--- config.mk ---
export PLATFORM = sky130hd
export DESIGN_NAME = uart_cmd_ctrl
export DESIGN_NICKNAME = d
export VERILOG_FILES = /design/src/rtl/uart_cmd_ctrl.sv
export SDC_FILE = /design/constraint.sdc
export NUM_CORES = 1
export LEC_CHECK = 0
export BUFFER_PORTS_ARGS = -buffer_cell sky130_fd_sc_hd__buf_2
export CORE_AREA = 2 2 81 83
export DETAILED_ROUTE_END_ITERATION = 8
export DIE_AREA = 0 0 83 85
export GPL_ROUTABILITY_DRIVEN = 0
export GPL_TIMING_DRIVEN = 1
export PLACE_DENSITY = 0.69
export SLEW_MARGIN = 25
export SYNTH_ARGS = -nofsm -noshare
export SYNTH_HDL_FRONTEND = slang
export SYNTH_SLANG_ARGS = --single-unit
--- constraint.sdc ---
create_clock -name i_clk -period 3.8 [get_ports i_clk]
set_clock_uncertainty 0.15 [all_clocks]
set_input_delay 0.57 -clock i_clk [delete_from_list [all_inputs] [get_ports i_clk]]
set_output_delay 0.57 -clock i_clk [all_outputs]
set_load 0.05 [all_outputs]
--- src/rtl/uart_cmd_ctrl.sv ---
// Command-frame controller: hunts SYNC/ADDR/DATA/CHK frames in the UART byte stream
// and issues one valid/ready register write per frame whose checksum matches.
module uart_cmd_ctrl #(
  parameter logic [7:0]  SYNC_BYTE    = 8'hA5,
  parameter int unsigned TIMEOUT_CLKS = 50000
) (
  input  logic       i_clk,
  input  logic       i_rst_n,
  input  logic [7:0] i_rx_data,
  input  logic       i_rx_done,
  output logic [7:0] o_wr_addr,
  output logic [7:0] o_wr_data,
  output logic       o_wr_valid,
  input  logic       i_wr_ready,
  output logic       o_busy,
  output logic       o_chk_err,
  output logic       o_tmo_err,
  output logic       o_ovr_err,
  output logic [7:0] o_err_count
);

  localparam int unsigned TW = (TIMEOUT_CLKS > 2) ? $clog2(TIMEOUT_CLKS) : 1;
  // The timer holds clocks elapsed since the last accepted byte minus one, so the
  // (TIMEOUT_CLKS-1)th clock after that byte is the cycle where it equals TIMEOUT_CLKS-2.
  localparam logic [TW-1:0] TIMER_LAST = TW'(TIMEOUT_CLKS - 2);

  typedef enum logic [2:0] {
    StIdle,
    StAddr,
    StData,
    StChk,
    StWrite
  } state_e;

  state_e          r_state, w_state_d;
  logic [TW-1:0]   r_timer, w_timer_d;
  logic [7:0]      r_addr, w_addr_d;
  logic [7:0]      r_data, w_data_d;
  logic [7:0]      r_wr_addr, w_wr_addr_d;
  logic [7:0]      r_wr_data, w_wr_data_d;
  logic            r_chk_err, w_chk_err_d;
  logic            r_tmo_err, w_tmo_err_d;
  logic            r_ovr_err, w_ovr_err_d;
  logic [7:0]      r_err_count, w_err_count_d;
  logic            w_expire;
  logic            w_any_err;

  assign w_expire = (r_timer == TIMER_LAST);

  always_comb begin
    w_state_d   = r_state;
    w_timer_d   = '0;
    w_addr_d    = r_addr;
    w_data_d    = r_data;
    w_wr_addr_d = r_wr_addr;
    w_wr_data_d = r_wr_data;
    w_chk_err_d = 1'b0;
    w_tmo_err_d = 1'b0;
    w_ovr_err_d = 1'b0;

    unique case (r_state)
      StIdle: begin
        if (i_rx_done && (i_rx_data == SYNC_BYTE)) begin
          w_state_d = StAddr;
        end
      end
      StAddr, StData, StChk: begin
        if (i_rx_done) begin
          if (r_state == StAddr) begin
            w_addr_d  = i_rx_data;
            w_state_d = StData;
          end else if (r_state == StData) begin
            w_data_d  = i_rx_data;
            w_state_d = StChk;
          end else if (i_rx_data == (r_addr ^ r_data)) begin
            w_wr_addr_d = r_addr;
            w_wr_data_d = r_data;
            w_state_d   = StWrite;
          end else begin
            w_chk_err_d = 1'b1;
            w_state_d   = StIdle;
          end
        end else if (w_expire) begin
          w_tmo_err_d = 1'b1;
          w_state_d   = StIdle;
        end else begin
          w_timer_d = r_timer + TW'(1);
        end
      end
      StWrite: begin
        // Any byte arriving while a write is pending is lost, even on the handshake cycle.
        w_ovr_err_d = i_rx_done;
        if (i_wr_ready) begin
          w_state_d = StIdle;
        end
      end
      default: w_state_d = StIdle;
    endcase
  end

  assign w_any_err     = w_chk_err_d | w_tmo_err_d | w_ovr_err_d;
  assign w_err_count_d = (w_any_err && (r_err_count != 8'hFF)) ? r_err_count + 8'd1 : r_err_count;

  always_ff @(posedge i_clk or negedge i_rst_n) begin
    if (!i_rst_n) begin
      r_state     <= StIdle;
      r_timer     <= '0;
      r_addr      <= '0;
      r_data      <= '0;
      r_wr_addr   <= '0;
      r_wr_data   <= '0;
      r_chk_err   <= 1'b0;
      r_tmo_err   <= 1'b0;
      r_ovr_err   <= 1'b0;
      r_err_count <= '0;
    end else begin
      r_state     <= w_state_d;
      r_timer     <= w_timer_d;
      r_addr      <= w_addr_d;
      r_data      <= w_data_d;
      r_wr_addr   <= w_wr_addr_d;
      r_wr_data   <= w_wr_data_d;
      r_chk_err   <= w_chk_err_d;
      r_tmo_err   <= w_tmo_err_d;
      r_ovr_err   <= w_ovr_err_d;
      r_err_count <= w_err_count_d;
    end
  end

  assign o_wr_addr   = r_wr_addr;
  assign o_wr_data   = r_wr_data;
  assign o_wr_valid  = (r_state == StWrite);
  assign o_busy      = (r_state != StIdle);
  assign o_chk_err   = r_chk_err;
  assign o_tmo_err   = r_tmo_err;
  assign o_ovr_err   = r_ovr_err;
  assign o_err_count = r_err_count;

endmodule

==> impl_metrics.yaml <==
worst_setup_path:
  cpPeakStageDelay_ns: 0.65
  r2r_setup_slack_ns: 1.32
  reg2reg_to: "o_wr_addr[5]"
  critical-path-top-delay-family: "simple AND/OR/NAND/NOR gates"
  reg2reg_depth: 5
  crit_type: "reg2reg"
  crit_buf_inv: 0
  startpoint_type: "register"
  rr_startpoint: "r_data[7]"
  crit_fanout: 17
  cp.required_ns: 3.87
  cp-end-kind: "register"
  crit_arrival_ns: 2.55
  crit_path_cell_trace: "xnor3_1, nand2_1, nor4_1, and2_1, mux2_2"
  cp_slowest_cell: "and2_1"
place:
  dp_hpwl_um: 3779
  port_buffers: 40
  dpl.cell_count: 346
die:
  io-pin-count: 41
  fp.coreArea_um2: 6205
  die_w_um: 83
  die_area_um2: 7055
  rows: 29
  start_util: 0.4807
  dieHeight_um: 85
timing:
  maxSlewHeadroom: 0.4524
  fin_crit_ns: 2.479
  drv_slew: 0
  tightest_slew_ns: 0.8184
  rsz0062_at_grt: "no"
  hold_viol: 0
  timing.final.crit_share: 0.6523
  finalSetupViolCount: 0
  tns_ns: 0
  max_freq_mhz: 403.4
logic_synthesis:
  syn_area_um2: 2983
  synth_edf_count: 0
  synth_area_per_cell_um2: 12.86
  ys.flop_type: "dfrtp_1"
  ys_types: 39
  yosysWarnings: 0
  synth-seq-area-share: 0.5201
  syn_inst: 232
  yosys_register_bits: 62
  async_flop_share: 1.000
  postSynthNetCount: 247
route:
  num_vias: 1919
  postRouteAntennaNets: 0
  firstDrtPassIters: 4
  totalWireLength_um: 5386
  drtIter0Drc: 93
  vias_per_cell: 5.345
  drc_errors: 0
  wl_per_cell_um: 15.00
grt:
  grt_usage: 0.1685
  grt_overflow: 0
  antenna_found_initial: 0
  grt_pass1_vias: 1951
  grt_max_degree: 42
  grt_pass1_wl_um: 9315
pwr:
  power.density_nw_per_um2: 652.4
  p_leak_nw: 1.667
  peakVddDrop_v: 0.0003576
layout:
  antenna_cells: 0
  finalNetCount: 295
  stdcell_count: 359
  drive_above_1_share: 0.3652
  nFillCells: 528
  syn_to_final_growth_pct: 14.97
hold_path:
  hp-class: "in2async"
status:
  status: "complete, no violations"
job:
  cap_violations: 0
clock_tree:
  numCtsBuffers: 9
  cts.sinks: 62
  clkTransAtPathRegs_ns: 0.07
  root_buffer: "clkbuf_8"
  holdBufCountCts: 0
  htreeDepth: 3
  worstSkewPairLatency_ns: 0.34
  clock_path_buffers: 2
  post_cts_resized: 0
  post_cts_buffers: 0
  tritoncts: "built"
Yosys cell counts, types with 2 or more instances:
master / number / area, µm²
nand2b_1: 3 / 18.77
and2_1: 3 / 18.77
ha_1: 3 / 37.54
xnor2_1: 7 / 61.31
nand4_1: 6 / 37.54
nor3_1: 3 / 15.01
nand3_1: 7 / 35.03
nand3b_1: 2 / 15.01
nand2_1: 18 / 67.56
nor2_1: 20 / 75.07
and3_1: 3 / 18.77
and4_1: 2 / 17.52
buf_2: 3 / 15.01
a21oi_1: 5 / 25.02
nor4_1: 4 / 25.02
mux2_2: 39 / 439.2
xor2_1: 9 / 78.83
dfrtp_1: 62 / 1551
xnor3_1: 8 / 180.2
inv_1: 6 / 22.52
registers in the layout, summed over array words and instances, names as in the netlist:
register     flops
r_timer         16
o_err_count      8
o_wr_addr        8
o_wr_data        8
r_addr           8
r_data           8
r_state          3
o_chk_err        1
o_ovr_err        1
o_tmo_err        1
layout make-up:
class / instances / area, µm² / area share
Clock inverter: 2 / 10.01 / 0.002919
Sequential cell: 62 / 1551 / 0.4524
Clock buffer: 11 / 151.4 / 0.04414
Tap cell: 77 / 96.34 / 0.02809
Timing Repair Buffer: 42 / 215.2 / 0.06275
Multi-Input combinational cell: 159 / 1383 / 0.4031
Inverter: 6 / 22.52 / 0.006567
layout by cell type, fill, tap and decap left out, types with 2 or more instances in the layout:
| cell | instances |
|---|---|
| nand3b_1 | 2 |
| buf_2 | 40 |
| and3_1 | 3 |
| and4_1 | 2 |
| clkinv_2 | 2 |
| ha_1 | 3 |
| nand2_1 | 18 |
| nand3_1 | 7 |
| nor3_1 | 3 |
| nor4_1 | 4 |
| inv_1 | 6 |
| nand4_1 | 6 |
| xor2_1 | 9 |
| xnor2_1 | 7 |
| nor2_1 | 20 |
| nand2b_1 | 3 |
| dfrtp_1 | 62 |
| xnor3_1 | 8 |
| a21oi_1 | 5 |
| buf_4 | 2 |
| and2_1 | 3 |
| clkbuf_8 | 11 |
| mux2_2 | 39 |
per-layer routing:
| layer | vias to the layer above | part of all wire | GRT usage |
|---|---|---|---|
| li1 | 914 | - | - |
| met1 | 945 | 0.45 | 0.2079 |
| met2 | 46 | 0.48 | 0.2661 |
| met3 | 14 | 0.048 | 0.06420 |
| met4 | 0 | 0.022 | 0.07452 |
| met5 | - | 0 | 0 |
cells by family (layout without fill, tap and decap cells):
group	count (synthesis)	in the layout	synth area share
xor+xnor	24	24	0.1074
compound gates	13	13	0.04531
simple gates	80	80	0.1510
fa+ha+maj	3	3	0.01259
buf+inv	11	61	0.01636
mux	39	39	0.1472
flops	62	62	0.5201
report_power, final:
part	switching, W	leakage [nW]	internal [W]
Combinational	0.000412	0.760	0.000387
Sequential	0.000137	0.821	0.000807
Clock	0.000235	0.0869	0.000259
through the flow:
stage	hold WS, ns	instance area (µm²)	setup WS [ns]	total power [W]	util
6_report	0.03481	3430	1.321	0.002237	0.5527
5_1_grt	0.05501	3430	1.143	0.002382	0.5527
4_1_cts	0.03811	3430	1.254	0.002267	0.5527
3_5_place_dp	0.3455	3268	1.112	0.001762	0.5267
3_3_place_gp	0.3354	3268	1.172	0.001739	0.5267
2_1_floorplan	0.1244	2983	1.563	0.001588	-
worst max path at each step:
stage	cells past startpoint	startpoint	slack, ns	to
after floorplan	5	r_timer[11]	1.56	o_err_count[1]
after global placement	6	i_rx_data[7]	1.17	o_wr_addr[6]
after detailed placement	6	i_rx_data[7]	1.11	o_wr_addr[5]
after CTS	5	r_data[7]	1.25	o_wr_addr[5]
after global routing	5	r_data[7]	1.14	o_wr_addr[4]
final	5	r_data[7]	1.32	o_wr_addr[5]
No activity file was read; power rests on OpenSTA's default activity.
